## config.mk

```make
export PLATFORM = sky130hd
export DESIGN_NAME = mmio_spi_core
export DESIGN_NICKNAME = d
export VERILOG_FILES = /design/src/rtl/mmio_spi_core.sv
export SDC_FILE = /design/constraint.sdc
export NUM_CORES = 1
export LEC_CHECK = 0
export BUFFER_PORTS_ARGS = -buffer_cell sky130_fd_sc_hd__buf_2
export CORE_MARGIN = 2
export CORE_UTILIZATION = 45
export CTS_BUF_LIST = sky130_fd_sc_hd__clkbuf_4
export CTS_CLUSTER_DIAMETER = 120
export DETAILED_ROUTE_END_ITERATION = 10
export PLACE_DENSITY = 0.69
export SYNTH_ARGS = -nofsm -noshare
export SYNTH_HDL_FRONTEND = slang
export SYNTH_SLANG_ARGS = --single-unit
```

## constraint.sdc

```tcl
create_clock -name clk -period 5.3 [get_ports clk]
set_clock_uncertainty 0.1 [all_clocks]
set_input_delay 0.53 -clock clk [delete_from_list [all_inputs] [get_ports clk]]
set_output_delay 0.53 -clock clk [all_outputs]
set_load 0.02 [all_outputs]
```

## src/rtl/mmio_spi_core.sv

```systemverilog
// SPI master slot core: one byte per transfer, MSB first, with programmable
// CPOL/CPHA and half-period divider, plus S software-driven slave selects.
module mmio_spi_core #(
    parameter int S = 2
) (
    input  logic          clk,
    input  logic          reset,
    input  logic          cs,
    input  logic          read,
    input  logic          write,
    input  logic [4:0]    addr,
    input  logic [31:0]   wr_data,
    output logic [31:0]   rd_data,
    output logic          spi_sclk,
    output logic          spi_mosi,
    input  logic          spi_miso,
    output logic [S-1:0]  spi_ss_n
);

    localparam logic [1:0] IDLE     = 2'd0;
    localparam logic [1:0] CPHA_DLY = 2'd1;
    localparam logic [1:0] P0       = 2'd2;
    localparam logic [1:0] P1       = 2'd3;

    logic [1:0]   state_q, state_d;
    logic [15:0]  c_q, c_d;
    logic [2:0]   n_q, n_d;
    logic [7:0]   tx_shift_q, tx_shift_d;
    logic [7:0]   rx_shift_q, rx_shift_d;
    logic [7:0]   rx_data_q, rx_data_d;
    logic [S-1:0] ss_reg_q, ss_reg_d;
    logic [15:0]  dvsr_q, dvsr_d;
    logic         cpol_q, cpol_d;
    logic         cpha_q, cpha_d;
    logic         sclk_q, sclk_d;
    logic         wr_en_s;
    logic         active_s;
    logic         unused_s;

    assign wr_en_s  = cs && write;
    assign unused_s = ^{read, addr[4:2], wr_data[31:18]};

    // Register writes, transfer FSM and next SCLK level.
    always_comb begin
        state_d    = state_q;
        c_d        = c_q;
        n_d        = n_q;
        tx_shift_d = tx_shift_q;
        rx_shift_d = rx_shift_q;
        rx_data_d  = rx_data_q;
        ss_reg_d   = ss_reg_q;
        dvsr_d     = dvsr_q;
        cpol_d     = cpol_q;
        cpha_d     = cpha_q;

        if (wr_en_s && addr[1:0] == 2'd1) begin
            ss_reg_d = wr_data[S-1:0];
        end else begin
            ss_reg_d = ss_reg_q;
        end

        case (state_q)
            IDLE: begin
                c_d = 16'd0;
                n_d = 3'd0;
                if (wr_en_s && addr[1:0] == 2'd2) begin
                    tx_shift_d = wr_data[7:0];
                    state_d    = cpha_q ? CPHA_DLY : P0;
                end else if (wr_en_s && addr[1:0] == 2'd3) begin
                    dvsr_d = wr_data[15:0];
                    cpol_d = wr_data[16];
                    cpha_d = wr_data[17];
                end else begin
                    state_d = IDLE;
                end
            end
            CPHA_DLY: begin
                if (c_q == dvsr_q) begin
                    c_d     = 16'd0;
                    state_d = P0;
                end else begin
                    c_d = c_q + 16'd1;
                end
            end
            P0: begin
                if (c_q == dvsr_q) begin
                    rx_shift_d = {rx_shift_q[6:0], spi_miso};
                    c_d        = 16'd0;
                    state_d    = P1;
                end else begin
                    c_d = c_q + 16'd1;
                end
            end
            P1: begin
                if (c_q == dvsr_q) begin
                    if (n_q == 3'd7) begin
                        rx_data_d = rx_shift_q;
                        state_d   = IDLE;
                    end else begin
                        tx_shift_d = {tx_shift_q[6:0], 1'b0};
                        n_d        = n_q + 3'd1;
                        c_d        = 16'd0;
                        state_d    = P0;
                    end
                end else begin
                    c_d = c_q + 16'd1;
                end
            end
            default: begin
                state_d = IDLE;
            end
        endcase

        // SCLK follows the state being entered so it lines up with MOSI changes.
        active_s = (state_d == P1 && !cpha_q) || (state_d == P0 && cpha_q);
        sclk_d   = cpol_q ^ active_s;
    end

    // State and output registers with synchronous reset.
    always_ff @(posedge clk) begin
        if (reset) begin
            state_q    <= IDLE;
            c_q        <= 16'd0;
            n_q        <= 3'd0;
            tx_shift_q <= 8'd0;
            rx_shift_q <= 8'd0;
            rx_data_q  <= 8'd0;
            ss_reg_q   <= {S{1'b1}};
            dvsr_q     <= 16'd0;
            cpol_q     <= 1'b0;
            cpha_q     <= 1'b0;
            sclk_q     <= 1'b0;
        end else begin
            state_q    <= state_d;
            c_q        <= c_d;
            n_q        <= n_d;
            tx_shift_q <= tx_shift_d;
            rx_shift_q <= rx_shift_d;
            rx_data_q  <= rx_data_d;
            ss_reg_q   <= ss_reg_d;
            dvsr_q     <= dvsr_d;
            cpol_q     <= cpol_d;
            cpha_q     <= cpha_d;
            sclk_q     <= sclk_d;
        end
    end

    assign rd_data  = {23'd0, (state_q == IDLE), rx_data_q};
    assign spi_sclk = sclk_q;
    assign spi_mosi = tx_shift_q[7];
    assign spi_ss_n = ss_reg_q;

endmodule
```

# After elaboration in Yosys (flattened, before gate mapping)
# Cells that the tools add are included.
# word_totals
reg_bits,66
wordCells,64
out_inout_bits,36
# op_classes
reduce_logical,16
add_sub_neg,2
n_eq_ne,14
mux,19
n_bitwise,2
# op_table
op,count
$mux W16,3
$pmux W16 S3,1
$mux W8,3
$add A16 B1 Y16 const B,1
$eq A16 B16 Y1,1
$pmux W8 S2,1
$mux W2,7
$eq A2 B2 Y1 const B,6
$reduce_and A3 Y1,3
$pmux W2 S4,1
$logic_and A1 B1 Y1,6
$mux W3,2
$pmux W3 S2,1
$eq A2 B1 Y1 const B,2
$ne A2 B2 Y1 const B,2
$reduce_and A4 Y1,1
$add A3 B1 Y3 const B,1
$eq A3 B3 Y1 const B,1
$ne A3 B3 Y1 const B,1
$logic_not A2 Y1,1
$ne A2 B1 Y1 const B,1
$reduce_and A2 Y1,1
$reduce_bool A2 Y1,1
$reduce_or A2 Y1,1
other kinds (4),4

# Longest topological paths before layout
# Gate-level depths: netlist of run 1.
# depth
ltp_word,9
ltp_mapped,9
mapped_depth_nobuf,8

# Least setup slack after synthesis of run 1
# Ideal clock, no wire load.
# synth_path
path_kind,reg2reg
from,register state_q[0]
to,register tx_shift_q[4]
setup_slack_ns,3.253
stages_incl_launch_ff,8
period_less_slack_ns,2.047
t_required_ns,5.109
setup_ns,0.091
arrival_ns,1.856
cell_sequence,dfxtp_1 > ha_1 > buf_2 > inv_1 > o22ai_1 > clkbuf_1 > a21oi_1 > a311oi_1
# synth_via
elab_chain_cells,3
# synth_rtl
item,line,rtl
start: declaration,25,"logic [1:0] state_q, state_d;"
start signal: assignment,134,state_q <= state_d;
$eq A2 B2 Y1 or $logic_not A2 Y1 (tied branches),62,case (state_q)
"$ne A2 B2 Y1 (no source line), or another cell as far along",n/a,
$reduce_and A4 Y1 (no source line),n/a,
end signal: assignment,137,tx_shift_q <= tx_shift_d;
end: declaration,28,"logic [7:0] tx_shift_q, tx_shift_d;"
# Several ways; a longest one is shown, not always the timed one.
# A chain may end at the register's enable or synchronous reset.

# Final worst setup path of run 1
# layout_path
from,register state_q[0]
to,register tx_shift_q[5]
# Same word-level chain as after synthesis.

==> flow_summary.toml, run 1 <==
[pwr]
cellPowerDensity_nw_per_um2 = 266
ir_worst_vdd_mv = 0.110
p_leak_nw = 1.47

[run_status]
status = "finished clean"

[clocking]
tritoncts = "built"
cts_resized = 0
cts_max_path_buffers = 2
root_buffer = "clkbuf_4"
post-cts-setup-buffers = 0
htree_levels = 3
path_clk_slew_ps = 110
cts_hold_buffers = 0
insertion_delay_ps = 410
clock_sinks = 66
cts_buffers = 9

[logic_synthesis]
synth_xor_xnor_area_share = 0.0576
muxShareOfSynthArea = 0.0883
synth-adder-area-share = 0.0299
synth-simple-area-share = 0.187
ys.flop_type = "dfxtp_1"
async_reset_ff_frac = 0
synth_cells = 374
synth-edff-count = 0
synthTopCellsByArea = "dfxtp_1 40%, mux2i_1 8.4%, xor2_1 5.8%"
synth_top_family_by_area = "simple AND/OR/NAND/NOR gates"
synth_seq_cells = 66
ys_types = 50
avgSynthCellArea_um2 = 8.94
synthDominantCellAreaShare = 0.395
syn_area_um2 = 3340
yosys.area.top_type = "dfxtp_1"
yosys_warnings = 0
seq_area_frac_synth = 0.395
synth-compound-area-share = 0.149

[floorplanning]
core_area_um2 = 7210
die_x_um = 90.2
rows = 31
ios = 79
fp.dieArea_um2 = 8140
start_util = 0.463
chipHeight_um = 90.2

[grt]
grt_pass1_vias = 2353
grt_antenna_before_repair = 0
grt_pass1_wl_um = 10600
grt_max_degree = 58
grt_overflow_total = 0
grt_usage = 0.157

[timing]
relSlewSlack = 0.281
setup_viol = 0
final_hold_viol_count = 0
worst_slack_ps = 2560
fmax_ghz = 0.365
tightest_slew_ps = 1080
rsz0062_at_grt = "no"
maxSlewViolCount = 0
period_minus_slack_ps = 2740
tns_ps = 0
min_period_over_period = 0.517

[routing]
drt-total-wl_um = 6340
drt_iter0_drc = 80
via_per_inst = 5.13
route.detailed.drc = 0
ant_nets = 0
dr_total_vias = 2602
first_pass_iters = 4
wl_per_cell_um = 12.5

[critical_path]
path_class = "reg -> reg"
end_kind = "flop"
required_ps = 5510
critPathLaunchType = "flop"
critPathMaxFanout = 15
crit_arrival_ps = 2950

[finish]
syn2layout_area_growth_pct = 8.38
drive_above_1_share = 0.159
antennaDiodeCount = 0
final_nets = 454

[run]
drv_cap = 0

[placement]
place.gp.congestion = 0.812
port_buffers = 37
dp_hpwl_um = 4550
place_ws_ps = 2630

[hold_path]
hp-class = "in -> reg"
-- metrics by stage --
stage / hold slack (ps) / util / power, mW / cells / instance area [µm²]
global route: 226 / 0.502 / 1.01 / 507 / 3620
global placement: 340 / 0.480 / 0.591 / 491 / 3460
CTS: 229 / 0.502 / 0.976 / 507 / 3620
detailed placement: 349 / 0.480 / 0.592 / 491 / 3460
finish: 249 / 0.502 / 0.963 / 507 / 3620
floorplan: 348 / - / 0.589 / 396 / 3430
-- worst paths after layout --
path | startpoint | to | slack, ps | cells past startpoint
hold reg to reg | spi_ss_n[1]$_SDFFE_PP1P_ | spi_ss_n[1]$_SDFFE_PP1P_ | 370 | 1
hold / removal | wr_data[13] | dvsr_q[13]$_SDFFE_PP0P_ | 250 | 3
setup / recovery | state_q[0]$_SDFF_PP0_ | tx_shift_q[5]$_SDFFE_PP0P_ | 2560 | 5
setup reg to reg | state_q[0]$_SDFF_PP0_ | tx_shift_q[5]$_SDFFE_PP0P_ | 2560 | 5
-- logic make-up (layout without fill, tap and decap cells) --
kind of cell / Yosys count / count (layout)
compound gates: 76 / 76
flops: 66 / 66
buf+inv: 50 / 62
mux: 29 / 29
xor+xnor: 22 / 22
fa+ha+maj: 8 / 8
other cells: 1 / 23
simple gates: 122 / 122
-- cell usage in the layout (no fill, tap or decap), drive strengths merged, types with 3 or more instances in the layout --
master,n
dfxtp,66
buf,37
or3,3
nor4,6
nand2,44
a21oi,37
or4,4
inv,9
nand4,7
nand3,5
o31ai,4
ha,8
and3,4
clkbuf,11
xor2,22
conb,23
clkinv,3
o21ai,9
mux2i,28
o2111ai,5
nor2,37
a311oi,7
-- state kept, by name, summed over array words and instances, names as in the netlist --
register,count
c_q,16
dvsr_q,16
rx_data_q,8
rx_shift_q,8
tx_shift_q,8
n_q,3
spi_ss_n,2
state_q,2
cpha_q,1
cpol_q,1
spi_sclk,1
-- routing by layer --
| metal | GRT usage | part of all wire |
|---|---|---|
| met1 | 0.195 | 0.48 |
| met2 | 0.262 | 0.47 |
| met4 | 0.0538 | 0.014 |
| met5 | 0 | 0 |
| met3 | 0.0469 | 0.034 |
-- worst max-delay path, stage by stage, from the launching register on --
cell,delay [ps]
dfxtp_1,430
ha_1,620
inv_1,190
o22ai_1,870
a21oi_1,170
a311oi_1,270
-- cell type report --
| class | count | area (µm²) |
|---|---|---|
| tap | 99 | 124 |
| multi-input combinational | 280 | 1800 |
| clock inverter | 5 | 78.8 |
| inverter | 9 | 33.8 |
| sequential | 66 | 1320 |
| fill | 733 | 3590 |
| clock buffer | 11 | 82.6 |
| timing repair buffer | 37 | 185 |
-- synth_stat cells, types with 2 or more instances --
| cell | number |
|---|---|
| o2111ai_1 | 4 |
| nor4_2 | 5 |
| nor3_1 | 2 |
| nor2_1 | 36 |
| nand3_1 | 5 |
| buf_6 | 3 |
| nor3b_1 | 2 |
| mux2i_1 | 28 |
| o21ai_0 | 8 |
| or3_1 | 3 |
| o22ai_1 | 2 |
| a21oi_1 | 37 |
| a311oi_1 | 7 |
| o211ai_1 | 2 |
| and3_1 | 4 |
| nand4_1 | 6 |
| inv_1 | 9 |
| buf_4 | 25 |
| or4_1 | 4 |
| xor2_1 | 22 |
| nand2_1 | 44 |
| a211o_1 | 2 |
| buf_2 | 2 |
| clkbuf_1 | 10 |
| ha_1 | 8 |
| nor2b_1 | 2 |
| o31ai_1 | 4 |
| dfxtp_1 | 66 |
-- where the power goes --
part	leakage, nW	switching (mW)	internal, mW	total (mW)
Sequential	0.533	0.00394	0.502	0.506
Clock	0.0908	0.181	0.202	0.382
Combinational	0.847	0.0526	0.0229	0.0754
Total	1.47	0.237	0.726	0.963
No activity file was read; power rests on OpenSTA's default activity.
==> run 2, diff against run 1 <==
Clock period 5.3 ns to 2.8 ns, I/O delays scaled along.
==> run 2 against run 1 <==
  * Design area grew 5.3%
  * Sequential power grew 89%
  * Flip-flop and latch count is the same
  * Largest cell class unchanged
  * Sequential share of layout area shrank 1.8 points
  * First-iteration DRC count shrank 5.0%
  * Clock power grew 87%
==> flow_summary.toml, run 2 (synthesis results as in run 1) <==
[pwr]
power.switching_mw = 0.465
p_leak_nw = 1.56
cellInternalPower_mw = 1.37
p_seq_frac = 0.522
swShare = 0.254
clock_power_share = 0.391
combPwrFrac = 0.087
cellPowerDensity_nw_per_um2 = 481
ir_worst_vdd_mv = 0.321

[critical_path]
slowest_stage = "nor4_2"
path_class = "reg -> reg"
r2r_cells = 7
crit_chain = "xor2_1 > nor4_2 > nand4_4 > nor2_4 > buf_4 > mux2i_1 > nor2_1"
critPathMaxStageDelay_ps = 470
critPathMaxFanout = 16
crit_arrival_ps = 2600
critPathLaunchType = "flop"
worst-path-buf-inv = 1
worst-path-stages = 7
required_ps = 3000
crit_family = "simple AND/OR/NAND/NOR gates"
end_kind = "flop"

[grt]
grt_antenna_before_repair = 0
grt_overflow_total = 0
grt_pass1_wl_um = 11100
grt_max_degree = 39
grt_usage = 0.165
grt_pass1_vias = 2447

[hold_path]
min_path_cells = 3
hp-class = "in -> reg"

[run_status]
status = "finished clean"

[routing]
wl_per_cell_um = 12.5
drt-total-wl_um = 6600
via_per_inst = 5.05
first_pass_iters = 4
dr_total_vias = 2668
route.detailed.drc = 0
ant_nets = 0
drt_iter0_drc = 76

[placement]
dp_hpwl_um = 4640
place.gp.congestion = 0.797
port_buffers = 37
place_inst = 498

[finish]
antennaDiodeCount = 0
nFillCells = 694
syn2layout_area_growth_pct = 14.1
final_nets = 475
reg_top3 = "c_q (16), dvsr_q (16)"
stdcell_count = 528
multi_input_area_um2 = 1800
drive_above_1_share = 0.163
regArea_um2 = 1320
final_common_cell = "dfxtp_1"
final_cell_mix = "66 x dfxtp_1, 44 x nand2_1, 37 x a21oi_1, 37 x buf_2, 36 x nor2_1"

[floorplanning]
fp.dieArea_um2 = 8140
die_x_um = 90.2
chipHeight_um = 90.2
ios = 79
start_util = 0.463
core_area_um2 = 7210
rows = 31

[timing]
fmax_ghz = 0.416
period_minus_slack_ps = 2400
rsz0062_at_grt = "no"
final_hold_viol_count = 0
min_period_over_period = 0.858
tns_ps = 0
setup_viol = 0
relSlewSlack = 0.548
tightest_slew_ps = 676
maxSlewViolCount = 0

[clocking]
cts_max_path_buffers = 2
clock_sinks = 66
path_clk_slew_ps = 110
insertion_delay_ps = 410
root_buffer = "clkbuf_4"
post-cts-setup-buffers = 0
htree_levels = 3
cts_buffers = 9
tritoncts = "built"

[run]
drv_cap = 0
## run 2: changes by cell type in the layout (fill, tap and decap cells not counted), moves of 2 or more
cell and delta:
clkinv_2 -2, clkinv_1 +2, clkbuf_4 -2, buf_4 +7, dlygate4sd3_1 +14
## run 2: power by group through the flow
stage          clock [mW]  combinational (mW)  sequential (mW)
3_3_place_gp            0               0.142            0.978
6_report            0.716               0.160            0.957
3_5_place_dp            0               0.144            0.978
4_1_cts             0.732               0.157            0.957
2_1_floorplan           0               0.135            0.979
5_1_grt             0.784               0.173            0.959
## run 2: what timing repair did
action                    CTS  global route
resized for setup           0             0
hold buffers               12             2
hold endpoints to repair   12             2
## run 2: per-layer routing
metal,up-vias,global-route usage,part of all wire
li1,1374,-,-
met1,1240,0.208,0.47
met2,47,0.270,0.48
met3,7,0.0511,0.033
met4,0,0.0551,0.012
met5,-,0,0
## run 2: area by class of cell
cell class                      instances  area share
Clock buffer                            9      0.0177
Clock inverter                          7      0.0243
Inverter                                9     0.00886
Multi-Input combinational cell        280       0.471
Sequential cell                        66       0.346
Tap cell                               99      0.0325
Timing Repair Buffer                   58      0.0990
## run 2: through the flow
stage | instance area, µm² | util | setup WS (ps) | hold slack (ps) | power, mW
after floorplan | 3430 | - | 753 | 316 | 1.11
after global placement | 3510 | 0.487 | 486 | 339 | 1.12
after detailed placement | 3510 | 0.487 | 440 | 353 | 1.12
after CTS | 3790 | 0.526 | 428 | 2.19 | 1.85
after global routing | 3810 | 0.529 | 251 | 1.31 | 1.92
final | 3810 | 0.529 | 397 | 16.6 | 1.83
## run 2: worst paths after layout
path | from | endpoint | slack [ps]
worst min register to register | dvsr_q[0]$_SDFFE_PP0P_ | dvsr_q[0]$_SDFFE_PP0P_ | 370
worst max register to register | c_q[9]$_SDFFE_PP0N_ | rx_data_q[6]$_SDFFE_PP0P_ | 400
worst max-delay path | c_q[9]$_SDFFE_PP0N_ | rx_data_q[6]$_SDFFE_PP0P_ | 400
worst min-delay path | wr_data[16] | cpol_q$_SDFFE_PP0P_ | 20
## run 2: worst min-delay path: cells and delay by family
kind / cells / cell delay (ps)
and+or+nand+nor: 1 / 50
AOI/OAI and AO/OA: 1 / 50
buffers and inverters: 1 / 100
==> run 3, diff against run 2 <==
Settings changed: ABC_AREA set to 1.
Clock period 2.8 ns to 2.6 ns, I/O delays scaled along.
==> run 3 against run 2 <==
  * Hold slack improved by 11 ps
  * Total power rose by 2.0%
  * Combinational power increased by 28%
  * Via count is 9.3% higher
==> flow_summary.toml, run 3 <==
[grt]
use_met1 = 0.202
grt_pass1_vias = 2575
grt_antenna_before_repair = 0
use_met3 = 0.0478
grt_use_met2 = 0.275
grt_pass1_wl_um = 11000
grt_busiest_layer = "met2"
grt_overflow_total = 0
grt_usage = 0.162
grt_max_degree = 21

[logic_synthesis]
synth_most_common_cell = "nand2_1"
synthTopCellsByArea = "dfxtp_1 40%, nand2_1 12%, a21oi_1 8.0%"
avgSynthCellArea_um2 = 7.08
synth-edff-count = 0
seq_area_frac_synth = 0.398
ys_types = 34
synthDominantCellAreaShare = 0.398
async_reset_ff_frac = 0
yosys_warnings = 0
ys.flop_type = "dfxtp_1"
synth_seq_cells = 66
synthTopCellsByCount = "110 x nand2_1, 66 x dfxtp_1, 55 x inv_1"
syn_area_um2 = 3320
yosys.area.top_type = "dfxtp_1"
synth_cells = 469

[timing]
min_period_over_period = 0.832
tightest_slew_ps = 539
final_hold_viol_count = 0
relSlewSlack = 0.640
fmax_ghz = 0.462
setup_viol = 0
rsz0062_at_grt = "no"
maxSlewViolCount = 0
tns_ps = 0
period_minus_slack_ps = 2160

[clocking]
insertion_delay_ps = 400
clock_sinks = 66
tritoncts = "built"
cts_resized = 0
path_clk_slew_ps = 110
cts_hold_buffers = 3
htree_levels = 3
post-cts-setup-buffers = 0
root_buffer = "clkbuf_4"
cts_buffers = 9
cts_max_path_buffers = 2

[finish]
stdcell_area_um2 = 3640
final_nets = 559
reg_top3 = "c_q (16), dvsr_q (16)"
syn2layout_area_growth_pct = 9.65
final_common_cell = "nand2_1"
final_cell_mix = "110 x nand2_1, 66 x dfxtp_1, 55 x inv_1"
drive_above_1_share = 0.155
antennaDiodeCount = 0

[pwr]
ir_worst_vdd_mv = 0.264
finalPower_mw = 1.87
cellPowerDensity_nw_per_um2 = 514
p_leak_nw = 1.58

[floorplanning]
die_x_um = 89.9
ios = 79
core_area_um2 = 7210
start_util = 0.460
chipHeight_um = 89.9
rows = 31
fp.dieArea_um2 = 8080

[critical_path]
crit_arrival_ps = 2390
rr_endpoint = "c_q[8]$_SDFFE_PP0N_"
required_ps = 2830
slowest_stage = "dfxtp_1"
end_kind = "flop"
reg2reg_from = "c_q[1]$_SDFFE_PP0N_"
critPathMaxFanout = 13
path_class = "reg -> reg"
critPathLaunchType = "flop"
r2r_cells = 13
reg2reg_slack_ps = 440
critPathMaxStageDelay_ps = 410
crit_path_frequent_cell = "nand2_1"
crit_chain = "inv_1 > nand2_1 > nand2_1 > nor2_1 > nand2_1 > nor2_2 > nand2_4 > inv_4 > nand2_4 > o21ai_1 > nand2_2 > buf_4 > nor3_2"

[hold_path]
min_to = "tx_shift_q[5]$_SDFFE_PP0P_"
hp-class = "in -> reg"
min_path_cells = 3
hold_start = "wr_data[5]"

[routing]
first_pass_iters = 4
ant_nets = 0
via_per_inst = 4.78
drt-total-wl_um = 6410
drt_iter0_drc = 119
dr_total_vias = 2916
route.detailed.drc = 0
wl_per_cell_um = 10.5

[placement]
place.gp.congestion = 0.824
dp_hpwl_um = 4760
place_area_um2 = 3500
port_buffers = 37

[run]
drv_cap = 0

[run_status]
status = "finished clean"
==> run 3: cell count changes in the layout (fill, tap and decap cells not counted), sizes merged, moves of 15 or more <==
| cell | delta |
|---|---|
| nor2 | -15 |
| mux2i | -28 |
| xor2 | -21 |
| nand2 | +69 |
| a21oi | +17 |
| inv | +54 |
| o21ai | +29 |
| nand3 | +23 |
==> run 3: metrics by stage <==
| stage | util | hold WS [ps] | instances | setup WS (ps) |
|---|---|---|---|---|
| 3_3_place_gp | 0.485 | 330 | 593 | 469 |
| 5_1_grt | 0.505 | 21.3 | 610 | 135 |
| 6_report | 0.505 | 27.6 | 610 | 436 |
| 3_5_place_dp | 0.485 | 335 | 593 | 452 |
| 2_1_floorplan | - | 286 | 491 | 893 |
| 4_1_cts | 0.505 | 3.56 | 610 | 409 |
==> run 3: cells by family (layout without fill, tap and decap cells) <==
| family | count (synthesis) | count (layout) | synth area share |
|---|---|---|---|
| simple gates | 184 | 184 | 0.251 |
| buf+inv | 106 | 126 | 0.154 |
| compound gates | 103 | 103 | 0.163 |
| flops | 66 | 66 | 0.398 |
| fa+ha+maj | 8 | 8 | 0.0301 |
| other cells | 1 | 23 | 0.00113 |
| xor+xnor | 1 | 1 | 0.00264 |
==> run 3: final cells by class <==
cell class                      count  area [µm²]
Sequential cell                    66        1320
Tap cell                           99         124
Fill cell                         734        3570
Clock inverter                      5        47.5
Timing Repair Buffer               46         260
Inverter                           66         250
Clock buffer                        9        67.6
Multi-Input combinational cell    319        1570
==> run 3: report_power, final <==
part / switching (mW) / internal (mW) / total (mW)
sequential: 0.0126 / 1.03 / 1.05
clock: 0.345 / 0.274 / 0.619
combinational: 0.142 / 0.0631 / 0.205
==> run 3: worst max-delay path, delay by kind of cell (launching register included) <==
kind / cells / cell delay [ps]
and+or+nand+nor: 9 / 1010
AOI/OAI and AO/OA: 1 / 120
buffers and inverters: 3 / 440
DFF: 1 / 410
==> run 3: worst max-delay path by stage <==
stage / from / end / slack (ps)
2_1_floorplan: n_q[0]$_SDFFE_PP0P_ / c_q[13]$_SDFFE_PP0N_ / 890
3_5_place_dp: c_q[0]$_SDFFE_PP0N_ / c_q[8]$_SDFFE_PP0N_ / 450
4_1_cts: c_q[1]$_SDFFE_PP0N_ / c_q[8]$_SDFFE_PP0N_ / 410
6_report: c_q[1]$_SDFFE_PP0N_ / c_q[8]$_SDFFE_PP0N_ / 440
5_1_grt: c_q[0]$_SDFFE_PP0N_ / c_q[9]$_SDFFE_PP0N_ / 130
3_3_place_gp: c_q[0]$_SDFFE_PP0N_ / c_q[9]$_SDFFE_PP0N_ / 470
==> run 3: layer usage <==
metal  part of all wire  wire, µm  vias up
met2               0.48      3070       55
met5                  0         0        -
met1               0.47      2980     1317
met3              0.045       290        6
li1                   -         -     1538
met4              0.010        65        0
